`config.mk`:
```
export PLATFORM = sky130hd
export DESIGN_NAME = rr_mux4
export DESIGN_NICKNAME = d
export VERILOG_FILES = /design/src/rtl/mux_pkg.sv /design/src/rtl/rr_pick.sv /design/src/rtl/rr_mux4.sv
export SDC_FILE = /design/constraint.sdc
export NUM_CORES = 1
export LEC_CHECK = 0
export ABC_AREA = 1
export CAP_MARGIN = 10
export CORE_ASPECT_RATIO = 0.6
export CORE_MARGIN = 5
export CORE_UTILIZATION = 40
export DETAILED_ROUTE_END_ITERATION = 6
export PLACE_DENSITY = 0.73
export SYNTH_ARGS = -nofsm -noshare
export SYNTH_HDL_FRONTEND = slang
export SYNTH_SLANG_ARGS = --single-unit
```
`constraint.sdc`:
```
create_clock -name clk -period 3 [get_ports clk]
set_input_delay 0.3 -clock clk [delete_from_list [all_inputs] [get_ports clk]]
set_output_delay 0.3 -clock clk [all_outputs]
set_load 0.1 [all_outputs]
```
`src/rtl/mux_pkg.sv`:
```
// Shared constants for the 4-channel mux/demux family.
package mux_pkg;
    localparam int NUM_CH = 4;
    localparam int SEL_W  = 2;

    typedef logic [NUM_CH-1:0] ch_vec_t;
    typedef logic [SEL_W-1:0]  sel_t;
endpackage

```
`src/rtl/rr_pick.sv`:
```
// Rotating-priority search: first set req bit at ptr, ptr+1, ptr+2, ptr+3 (mod NUM_CH).
module rr_pick
    import mux_pkg::*;
(
    input  logic [NUM_CH-1:0] req,
    input  logic [SEL_W-1:0]  ptr,
    output logic [NUM_CH-1:0] gnt,
    output logic [SEL_W-1:0]  gnt_idx,
    output logic              any
);
    // Walk the channels starting at ptr; the first hit wins and later hits are ignored.
    always_comb begin
        logic [SEL_W-1:0] idx;
        gnt     = '0;
        gnt_idx = '0;
        any     = 1'b0;
        for (int k = 0; k < NUM_CH; k++) begin
            idx = ptr + SEL_W'(k);
            if (!any && req[idx]) begin
                any     = 1'b1;
                gnt_idx = idx;
                gnt[idx] = 1'b1;
            end
        end
    end
endmodule

```
`src/rtl/rr_mux4.sv`:
```
// Four-channel round-robin mux with a one-deep registered output.
module rr_mux4
    import mux_pkg::*;
#(
    parameter int DATA_W = 8
) (
    input  logic                     clk,
    input  logic                     rst,
    input  logic [NUM_CH-1:0]        in_valid,
    input  logic [NUM_CH*DATA_W-1:0] in_data,
    output logic [NUM_CH-1:0]        in_ready,
    output logic                     out_valid,
    output logic [DATA_W-1:0]        out_data,
    output logic [SEL_W-1:0]         out_sel,
    input  logic                     out_ready
);
    logic [SEL_W-1:0]  ptr;
    logic [NUM_CH-1:0] gnt;
    logic [SEL_W-1:0]  gnt_idx;
    logic              any;
    logic              load;
    logic              take;

    rr_pick u_pick (
        .req     (in_valid),
        .ptr     (ptr),
        .gnt     (gnt),
        .gnt_idx (gnt_idx),
        .any     (any)
    );

    // Output register is free, or its word leaves this same cycle.
    assign load = !out_valid || out_ready;
    // A channel word is taken whenever the register can load and someone asks.
    assign take = load && any && !rst;

    // Accept strobe depends only on valids, pointer and output state, never on data.
    always_comb begin
        in_ready = '0;
        if (take) in_ready = gnt;
    end

    // All state: reset wins; otherwise load a granted word or drain to empty.
    always_ff @(posedge clk) begin
        if (rst) begin
            ptr       <= '0;
            out_valid <= 1'b0;
            out_data  <= '0;
            out_sel   <= '0;
        end else if (load) begin
            if (any) begin
                out_valid <= 1'b1;
                out_data  <= in_data[gnt_idx*DATA_W +: DATA_W];
                out_sel   <= gnt_idx;
                ptr       <= gnt_idx + 1'b1;
            end else begin
                out_valid <= 1'b0;
            end
        end
    end
endmodule

```
==> impl_metrics.json, run 1 <==
{
  "syn_nets": 297,
  "clkLatencyLatePin_ns": 0.25,
  "tritoncts": "built",
  "status": "finished clean",
  "path_clk_slew_ns": 0.06,
  "synth-edff-count": 0,
  "synthFlopType": "dfxtp_1",
  "drive_above_1_share_pct": 14.29,
  "fp.dieW_um": 88.50,
  "setup.worst_path.start_class": "flop",
  "yosys_warnings": 0,
  "gp_congestion": 0.9619,
  "ios": 54,
  "avgSynthCellArea_um2": 5.892,
  "die_h_um": 57.10,
  "ff2ff_path_depth": 14,
  "grt_pass1_vias": 1532,
  "hold_violations": 0,
  "syn-instance-count": 251,
  "switchingPower_mw": 1.612,
  "worstSetupPathType": "flop to output port",
  "hp-class": "flop to flop",
  "cts-buffers-inserted": 3,
  "hp-start": "out_sel[0]$_SDFFE_PP0P_",
  "postPlaceCellArea_mm2": 0.002053,
  "drtPass1Iterations": 4,
  "setup_tns_ns": 0,
  "h-tree-depth": 1,
  "combPwrFrac_pct": 82.0,
  "syn-cell-area_mm2": 0.001479,
  "min_path_cells": 2,
  "ys_ff_latch": 13,
  "finalMaxSlewViolations": 0,
  "cp.arrival_ns": 2.42,
  "max-cap-violations": 0,
  "dieArea_mm2": 0.005053,
  "cts_num_sinks": 13,
  "drtIter0Drc": 135,
  "relSlewSlack_pct": 34.38,
  "peakVddDrop_mv": 0.6572,
  "ys_types": 28,
  "post-cts-setup-buffer-count": 0,
  "fin_crit_ns": 2.716,
  "path_cells": "inv_2 -> ha_1 -> inv_2 -> nand3_1 -> nand2_1 -> nor2_1 -> inv_1 -> o22ai_1 -> a31oi_1 -> nand2_1 -> nand2_1 -> inv_1 -> buf_12",
  "critPathSlowestCell": "dfxtp_2",
  "post-route-period-util_pct": 90.54,
  "p_leak_nw": 1.140,
  "worst_pin_slew_ns": 0.9813,
  "p_seq_share_pct": 11.6,
  "grt-ovfl-total": 0,
  "area_growth_pct": 42.22,
  "grt_max_degree": 22,
  "grtUsageTotal_pct": 18.20,
  "fp.coreArea_mm2": 0.003616,
  "synth_top_cell_by_area": "dfxtp_1",
  "ys_seq_area_share_pct": 17.60,
  "yosys-top-cells-area": "dfxtp_1 (18%), nand2_1 (14%), inv_1 (13%)",
  "n_fill_cell": 355,
  "ant_nets": 0,
  "cpMostUsedCell": "nand2_1",
  "port_buffers": 53,
  "r2r-end": "out_data[1]$_SDFFE_PP0P_",
  "synthArstFlopShare_pct": 0,
  "detailed_place_hpwl_um": 3423,
  "viasPerCell": 4.842,
  "rsz0062_at_grt": "no",
  "multi_input_area_um2": 938.4,
  "start_util_pct": 40.90,
  "internal_power_mw": 0.9347,
  "fin_nets": 348,
  "fmax_ghz": 0.3682,
  "clkPwrFrac_pct": 6.4,
  "setup_viol": 0,
  "synth_top_area_share_pct": 17.60,
  "postLayoutCellArea_mm2": 0.002103,
  "setup_slack_ns": 0.2838,
  "p_per_area_mw_per_mm2": 1211,
  "r2r_start": "ptr[1]$_SDFFE_PP0P_",
  "cts_root_buf": "clkbuf_8",
  "required_ns": 2.70,
  "min_to": "out_sel[0]$_SDFFE_PP0P_",
  "grt_first_pass_wirelength_um": 7403,
  "skew_ns": 0.003000,
  "rrSetupSlack_ns": 0.57,
  "post-route-drc-count": 0,
  "place_ws_ns": 0.3792,
  "swShare_pct": 63.30,
  "slowest_delay_ns": 0.43,
  "crit_fanout": 9,
  "register_area_um2": 261.5,
  "crit_path_end_kind": "output port",
  "wl_per_cell_um": 12.57,
  "antenna_cells": 0,
  "antenna_found_initial": 0,
  "num_vias": 1685,
  "rows": 17,
  "wl_um": 4374,
  "clockBufferDepth": 2
}
[final cells by class]
type	instances	area share (%)
Tap cell	47	2.796
Timing Repair Buffer	55	27.13
Clock inverter	1	0.2380
Sequential cell	13	12.43
Multi-Input combinational cell	171	44.62
Inverter	58	10.83
Clock buffer	3	1.963
[registers in the layout, indices dropped and copies added, names as in the netlist]
register,flops
ptr,2
out_data,8
out_sel,2
out_valid,1
[through the flow]
step           instances  total power [mW]  hold slack, ns  util (%)
2_1_floorplan        251             1.933          0.4590         -
3_3_place_gp         344             2.361          0.5173     56.78
3_5_place_dp         344             2.361          0.5091     56.78
4_1_cts              348             2.532          0.5341     58.06
5_1_grt              348             2.768          0.5863     58.17
6_report             348             2.547          0.5288     58.17
[cells in the final DEF (no fill, tap or decap), drive strengths merged, types with 3 or more instances in the layout]
| cell type | n |
|---|---|
| dfxtp | 13 |
| nand3 | 34 |
| a21oi | 4 |
| inv | 57 |
| buf | 12 |
| clkbuf | 3 |
| nand2 | 69 |
| ha | 7 |
| o21ai | 9 |
| a31oi | 4 |
| clkdlybuf4s50 | 43 |
| nor2 | 26 |
| nand4 | 14 |
[per-layer routing]
metal / wire (µm) / global-route usage, %
met1: 2272 / 27.88
met2: 1675 / 24.92
met3: 399 / 4.906
met4: 26 / 4.095
met5: 0 / 0
[timing repair]
| action | CTS | global route |
|---|---|---|
| endpoints found under the setup margin | 0 | 4 |
| hold endpoints to repair | 0 | 0 |
| hold buffers | 0 | 0 |
| resized for setup | 0 | 2 |
[power groups by stage]
| stage | registers [mW] | logic, mW | clock network, mW |
|---|---|---|---|
| 2_1_floorplan | 0.683 | 1.25 | 0 |
| 3_3_place_gp | 0.294 | 2.07 | 0 |
| 3_5_place_dp | 0.297 | 2.06 | 0 |
| 4_1_cts | 0.293 | 2.07 | 0.166 |
| 5_1_grt | 0.304 | 2.28 | 0.179 |
| 6_report | 0.294 | 2.09 | 0.164 |
[Yosys cell counts (5+ instances only)]
| master | count |
|---|---|
| nand4_1 | 14 |
| nand2_1 | 57 |
| nand2_4 | 6 |
| dfxtp_1 | 13 |
| inv_1 | 51 |
| buf_2 | 5 |
| o21ai_0 | 5 |
| nor2_1 | 24 |
| nand2_2 | 6 |
| nand3_1 | 29 |
| ha_1 | 7 |
[logic make-up (layout without fill, tap and decap cells)]
logic type / count (synthesis) / count (layout) / share of synthesized area, %
flip-flops: 13 / 13 / 17.60
AND/OR/NAND/NOR: 143 / 143 / 49.41
AO/OA/AOI/OAI: 21 / 21 / 7.952
buffers and inverters: 67 / 117 / 19.12
adder cells (fa/ha/maj): 7 / 7 / 5.922
[how the worst max path moves through the flow]
stage | start | end | slack, ns | depth (start not counted)
4_1_cts | ptr[1]$_SDFFE_PP0P_ | in_ready[2] | 0.10 | 12
5_1_grt | ptr[1]$_SDFFE_PP0P_ | in_ready[1] | 0.08 | 13
3_5_place_dp | ptr[1]$_SDFFE_PP0P_ | in_ready[2] | 0.38 | 12
6_report | ptr[1]$_SDFFE_PP0P_ | in_ready[0] | 0.28 | 13
2_1_floorplan | ptr[0]$_SDFFE_PP0P_ | in_ready[2] | 0.34 | 12
3_3_place_gp | in_valid[3] | in_ready[2] | 0.44 | 12
[worst max-delay path, delay by kind of cell, from the launching register on]
kind,cells,cell delay (ns)
buffers and inverters,5,0.55
AO/OA/AOI/OAI,2,0.19
AND/OR/NAND/NOR,5,0.58
adder cells (fa/ha/maj),1,0.41
flip-flops,1,0.43
Power figures use the tool's default switching activity.
==> run 2: changes to the inputs <==
--- a/config.mk
+++ b/config.mk
@@ -12,6 +12,7 @@
 export CORE_UTILIZATION = 40
 export DETAILED_ROUTE_END_ITERATION = 6
 export PLACE_DENSITY = 0.73
+export RECOVER_POWER = 50
 export SYNTH_ARGS = -nofsm -noshare
 export SYNTH_HDL_FRONTEND = slang
 export SYNTH_SLANG_ARGS = --single-unit
==> impl_metrics.json, run 2 (synthesis results as in run 1) <==
{
  "ios": 54,
  "setup.worst_path.start_class": "flop",
  "r2r-end": "out_data[7]$_SDFFE_PP0P_",
  "start_util_pct": 40.90,
  "h-tree-depth": 1,
  "viasPerCell": 4.937,
  "antenna_found_initial": 0,
  "crit_path_end_kind": "output port",
  "final_common_cell": "nand2_1",
  "drtIter0Drc": 102,
  "hp-class": "flop to flop",
  "n_fill_cell": 363,
  "hp-start": "out_sel[0]$_SDFFE_PP0P_",
  "rows": 17,
  "place_ws_ns": 0.3792,
  "setup_tns_ns": 0,
  "grt-ovfl-total": 0,
  "drtPass1Iterations": 5,
  "grt_pass1_vias": 1532,
  "grt_first_pass_wirelength_um": 7403,
  "skew_ns": 0.002365,
  "relSlewSlack_pct": 19.05,
  "path_clk_slew_ns": 0.06,
  "port_buffers": 53,
  "cts_num_sinks": 13,
  "drive_above_1_share_pct": 12.29,
  "dieArea_mm2": 0.005053,
  "peakVddDrop_mv": 0.6477,
  "grtUsageTotal_pct": 18.20,
  "fp.dieW_um": 88.50,
  "p_leak_nw": 1.126,
  "post-cts-setup-buffer-count": 0,
  "fp.coreArea_mm2": 0.003616,
  "largest_register": "out_data",
  "clkLatencyLatePin_ns": 0.25,
  "post-route-drc-count": 0,
  "crit_fanout": 9,
  "min_path_cells": 2,
  "wl_per_cell_um": 12.60,
  "post-route-period-util_pct": 90.40,
  "num_vias": 1718,
  "fin_crit_ns": 2.712,
  "clockBufferDepth": 2,
  "ant_nets": 0,
  "cts_root_buf": "clkbuf_8",
  "total_power_mw": 2.513,
  "worstSetupPathType": "flop to output port",
  "fmax_ghz": 0.3687,
  "die_h_um": 57.10,
  "grt_max_degree": 22,
  "rrSetupSlack_ns": 0.56,
  "setup_slack_ns": 0.2879,
  "wl_um": 4384,
  "max-cap-violations": 0,
  "fin_nets": 348,
  "rsz0062_at_grt": "no",
  "p_per_area_mw_per_mm2": 1208,
  "area_growth_pct": 40.69,
  "setup_viol": 0,
  "gp_congestion": 0.9619,
  "cp.arrival_ns": 2.41,
  "mostFrequentLayoutCells": "nand2_1 (57), inv_1 (51), clkdlybuf4s50_1 (38)",
  "largest_reg_flops": 8,
  "worst_pin_slew_ns": 1.220,
  "reg_top3": "out_data x8, out_sel x2, ptr x2",
  "r2r_start": "ptr[1]$_SDFFE_PP0P_",
  "hold_violations": 0,
  "required_ns": 2.70,
  "antenna_cells": 0,
  "finalMaxSlewViolations": 0,
  "min_to": "out_sel[0]$_SDFFE_PP0P_",
  "cts-buffers-inserted": 3,
  "status": "finished clean",
  "ff2ff_path_depth": 13,
  "tritoncts": "built",
  "detailed_place_hpwl_um": 3423
}
[run 2: area by class of cell]
cell class | instances | area (µm²) | share of cell area, %
timing repair buffer | 55 | 548.0 | 26.34
clock buffer | 3 | 41.29 | 1.984
clock inverter | 1 | 5.005 | 0.2405
sequential | 13 | 261.5 | 12.57
tap | 47 | 58.81 | 2.826
inverter | 58 | 227.7 | 10.94
multi-input combinational | 171 | 938.4 | 45.10
[run 2: what timing repair did]
action,4_1_cts,5_1_grt
setup endpoints to repair,0,4
gates resized for setup,0,2
hold buffers,0,0
endpoints found under the hold margin,0,0
[run 2: layer usage]
metal	vias up	GRT usage, %	wire (µm)	share of wire [%]
met2	70	24.92	1683	38
met5	-	0	0	0
met3	5	4.906	403	9.2
li1	886	-	-	-
met1	757	27.88	2269	52
met4	0	4.095	27	0.62
[run 2: worst max-delay path by stage]
stage / startpoint / end / slack (ns) / depth (start not counted)
after floorplan: ptr[0]$_SDFFE_PP0P_ / in_ready[2] / 0.34 / 12
after global placement: in_valid[3] / in_ready[2] / 0.44 / 12
after detailed placement: ptr[1]$_SDFFE_PP0P_ / in_ready[2] / 0.38 / 12
after CTS: ptr[1]$_SDFFE_PP0P_ / in_ready[2] / 0.10 / 12
after global routing: ptr[1]$_SDFFE_PP0P_ / in_ready[1] / 0.08 / 13
final: ptr[1]$_SDFFE_PP0P_ / in_ready[0] / 0.29 / 13
[run 2: power by group]
group	leakage (nW)	switching [mW]	internal [mW]	total [mW]
combinational	0.992	1.49	0.565	2.05
sequential	0.109	0.0490	0.244	0.293
clock	0.0255	0.0729	0.0920	0.165
[run 2: through the flow]
stage	instances	hold WS [ns]	instance area, µm²	utilization [%]
after detailed placement	344	0.5091	2053	56.78
after global routing	348	0.5857	2081	57.54
after global placement	344	0.5173	2053	56.78
after CTS	348	0.5341	2100	58.06
after floorplan	251	0.4590	1479	-
final	348	0.5273	2081	57.54
[run 2: critical path, stage by stage, from the launching register on]
cell,delay [ns]
dfxtp_2,0.44
inv_2,0.10
ha_1,0.41
inv_2,0.07
nand3_1,0.08
nand2_1,0.07
nor2_1,0.26
inv_1,0.10
o22ai_1,0.13
a31oi_1,0.06
nand2_1,0.09
nand2_1,0.07
inv_1,0.10
buf_12,0.18
==> run 3: changes to the inputs <==
--- a/config.mk
+++ b/config.mk
@@ -8,11 +8,11 @@
 export ABC_AREA = 1
 export CAP_MARGIN = 10
 export CORE_ASPECT_RATIO = 0.6
-export CORE_MARGIN = 5
 export CORE_UTILIZATION = 40
 export DETAILED_ROUTE_END_ITERATION = 6
 export PLACE_DENSITY = 0.73
 export RECOVER_POWER = 50
+export SLEW_MARGIN = 10
 export SYNTH_ARGS = -nofsm -noshare
 export SYNTH_HDL_FRONTEND = slang
 export SYNTH_SLANG_ARGS = --single-unit
==> impl_metrics.json, run 3 (synthesis results as in run 1) <==
{
  "p_leak_nw": 1.144,
  "antenna_found_initial": 0,
  "combPwrFrac_pct": 82.0,
  "ios": 54,
  "ant_nets": 0,
  "status": "finished clean",
  "ff2ff_path_depth": 14,
  "final_common_cell": "nand2_1",
  "wl_um": 4266,
  "crit_start": "ptr[0]$_SDFFE_PP0P_",
  "required_ns": 2.70,
  "drive_above_1_share_pct": 12.54,
  "fp.coreArea_mm2": 0.003383,
  "mostFrequentLayoutCells": "nand2_1 (57), inv_1 (51), clkdlybuf4s50_1 (38)",
  "fin_crit_ns": 2.762,
  "grtUsageTotal_pct": 23.40,
  "cp.arrival_ns": 2.46,
  "rsz0062_at_grt": "no",
  "grt_first_pass_wirelength_um": 7120,
  "hold_violations": 0,
  "clkPwrFrac_pct": 6.5,
  "finalMaxSlewViolations": 0,
  "p_per_area_mw_per_mm2": 1203,
  "drtPass1Iterations": 5,
  "clockBufferDepth": 2,
  "cts-buffers-inserted": 3,
  "fin_nets": 350,
  "rrSetupSlack_ns": 0.54,
  "path_clk_slew_ns": 0.06,
  "cts_num_sinks": 13,
  "h-tree-depth": 1,
  "skew_ns": 0.002026,
  "largest_register": "out_data",
  "largest_reg_flops": 8,
  "setup.worst_path.start_class": "flop",
  "slowest_delay_ns": 0.44,
  "fp.dieW_um": 80.50,
  "port_buffers": 53,
  "peakVddDrop_mv": 0.7164,
  "die_h_um": 49.10,
  "grt-ovfl-total": 0,
  "crit_fanout": 16,
  "setup_tns_ns": 0,
  "endpoint": "in_ready[2]",
  "drtIter0Drc": 100,
  "grt_pass1_vias": 1524,
  "reg_top3": "out_data x8, out_sel x2, ptr x2",
  "gp_congestion": 0.9100,
  "start_util_pct": 43.71,
  "dieArea_mm2": 0.003953,
  "path_cells": "inv_8 -> ha_1 -> inv_2 -> nand2_1 -> nand2_2 -> nor2_8 -> nand3_4 -> nand2_4 -> nor2_1 -> o21ai_0 -> inv_1 -> buf_12",
  "grt_max_degree": 22,
  "cts_root_buf": "clkbuf_8",
  "cts-hold-fix-buffers": 0,
  "worstSetupPathType": "flop to output port",
  "detailed_place_hpwl_um": 3278,
  "swShare_pct": 63.66,
  "rows": 16,
  "num_vias": 1688,
  "post-route-drc-count": 0,
  "antenna_cells": 0,
  "p_seq_share_pct": 11.5,
  "switchingPower_mw": 1.611,
  "cts_resized": 0,
  "post-route-period-util_pct": 92.06,
  "wl_per_cell_um": 12.26,
  "worst_pin_slew_ns": 1.158,
  "post-cts-setup-buffer-count": 0,
  "viasPerCell": 4.851,
  "crit_path_end_kind": "output port",
  "clkLatencyLatePin_ns": 0.25,
  "tritoncts": "built",
  "fin_util_pct": 62.17,
  "fmax_ghz": 0.3621,
  "area_growth_pct": 42.22,
  "relSlewSlack_pct": 23.11,
  "critPathSlowestCell": "dfxtp_2",
  "r2r_start": "ptr[0]$_SDFFE_PP0P_",
  "internal_power_mw": 0.9196,
  "hp-class": "flop to flop",
  "setup_viol": 0,
  "max-cap-violations": 0,
  "r2r-end": "out_data[1]$_SDFFE_PP0P_",
  "min_path_cells": 2
}
==> run 3: area by class of cell <==
type / count / area (µm²)
multi-input combinational: 171 / 935.9
timing repair buffer: 57 / 575.6
tap: 45 / 56.30
sequential: 13 / 261.5
clock inverter: 1 / 5.005
fill: 320 / 1280
inverter: 58 / 227.7
clock buffer: 3 / 41.29
==> run 3: worst max-delay path: cells and delay by family (launching register included) <==
family	cells	cell delay, ns
flip-flops	1	0.44
adder cells (fa/ha/maj)	1	0.40
AO/OA/AOI/OAI	1	0.14
buffers and inverters	4	0.44
AND/OR/NAND/NOR	6	0.77
==> run 3: layer usage <==
| layer | routed length (µm) | track usage, % | part of all wire [%] | up-vias |
|---|---|---|---|---|
| met4 | 4 | 1.786 | 0.094 | 0 |
| met5 | 0 | 0 | 0 | - |
| met2 | 1569 | 31.78 | 37 | 69 |
| met1 | 2283 | 37.12 | 54 | 725 |
| li1 | - | - | - | 892 |
| met3 | 408 | 6.355 | 9.6 | 2 |
==> run 3: stage by stage <==
step / cells / setup slack (ns) / hold WS (ns) / instance area, µm² / total power, mW
after floorplan: 251 / 0.3422 / 0.4590 / 1479 / 1.933
after global placement: 344 / 0.4415 / 0.5151 / 2071 / 2.362
after detailed placement: 344 / 0.3970 / 0.5210 / 2071 / 2.378
after CTS: 348 / 0.1061 / 0.5328 / 2117 / 2.551
after global routing: 348 / 0.01828 / 0.5505 / 2103 / 2.749
final: 348 / 0.2383 / 0.5288 / 2103 / 2.531
==> run 3: worst min-delay path by stage <==
stage	start	end
final	out_sel[0]$_SDFFE_PP0P_	out_sel[0]$_SDFFE_PP0P_
after global routing	out_sel[0]$_SDFFE_PP0P_	out_sel[0]$_SDFFE_PP0P_
after CTS	out_sel[0]$_SDFFE_PP0P_	out_sel[0]$_SDFFE_PP0P_
after detailed placement	out_sel[0]$_SDFFE_PP0P_	out_sel[0]$_SDFFE_PP0P_
after global placement	out_sel[0]$_SDFFE_PP0P_	out_sel[0]$_SDFFE_PP0P_
after floorplan	in_data[17]	out_data[1]$_SDFFE_PP0P_
==> run 3: power by group through the flow <==
stage          logic (mW)  clock network [mW]  registers [mW]
2_1_floorplan        1.25                   0           0.683
3_3_place_gp         2.07                   0           0.294
3_5_place_dp         2.08                   0           0.295
4_1_cts              2.09               0.168           0.291
5_1_grt              2.27               0.180           0.298
6_report             2.07               0.165           0.291
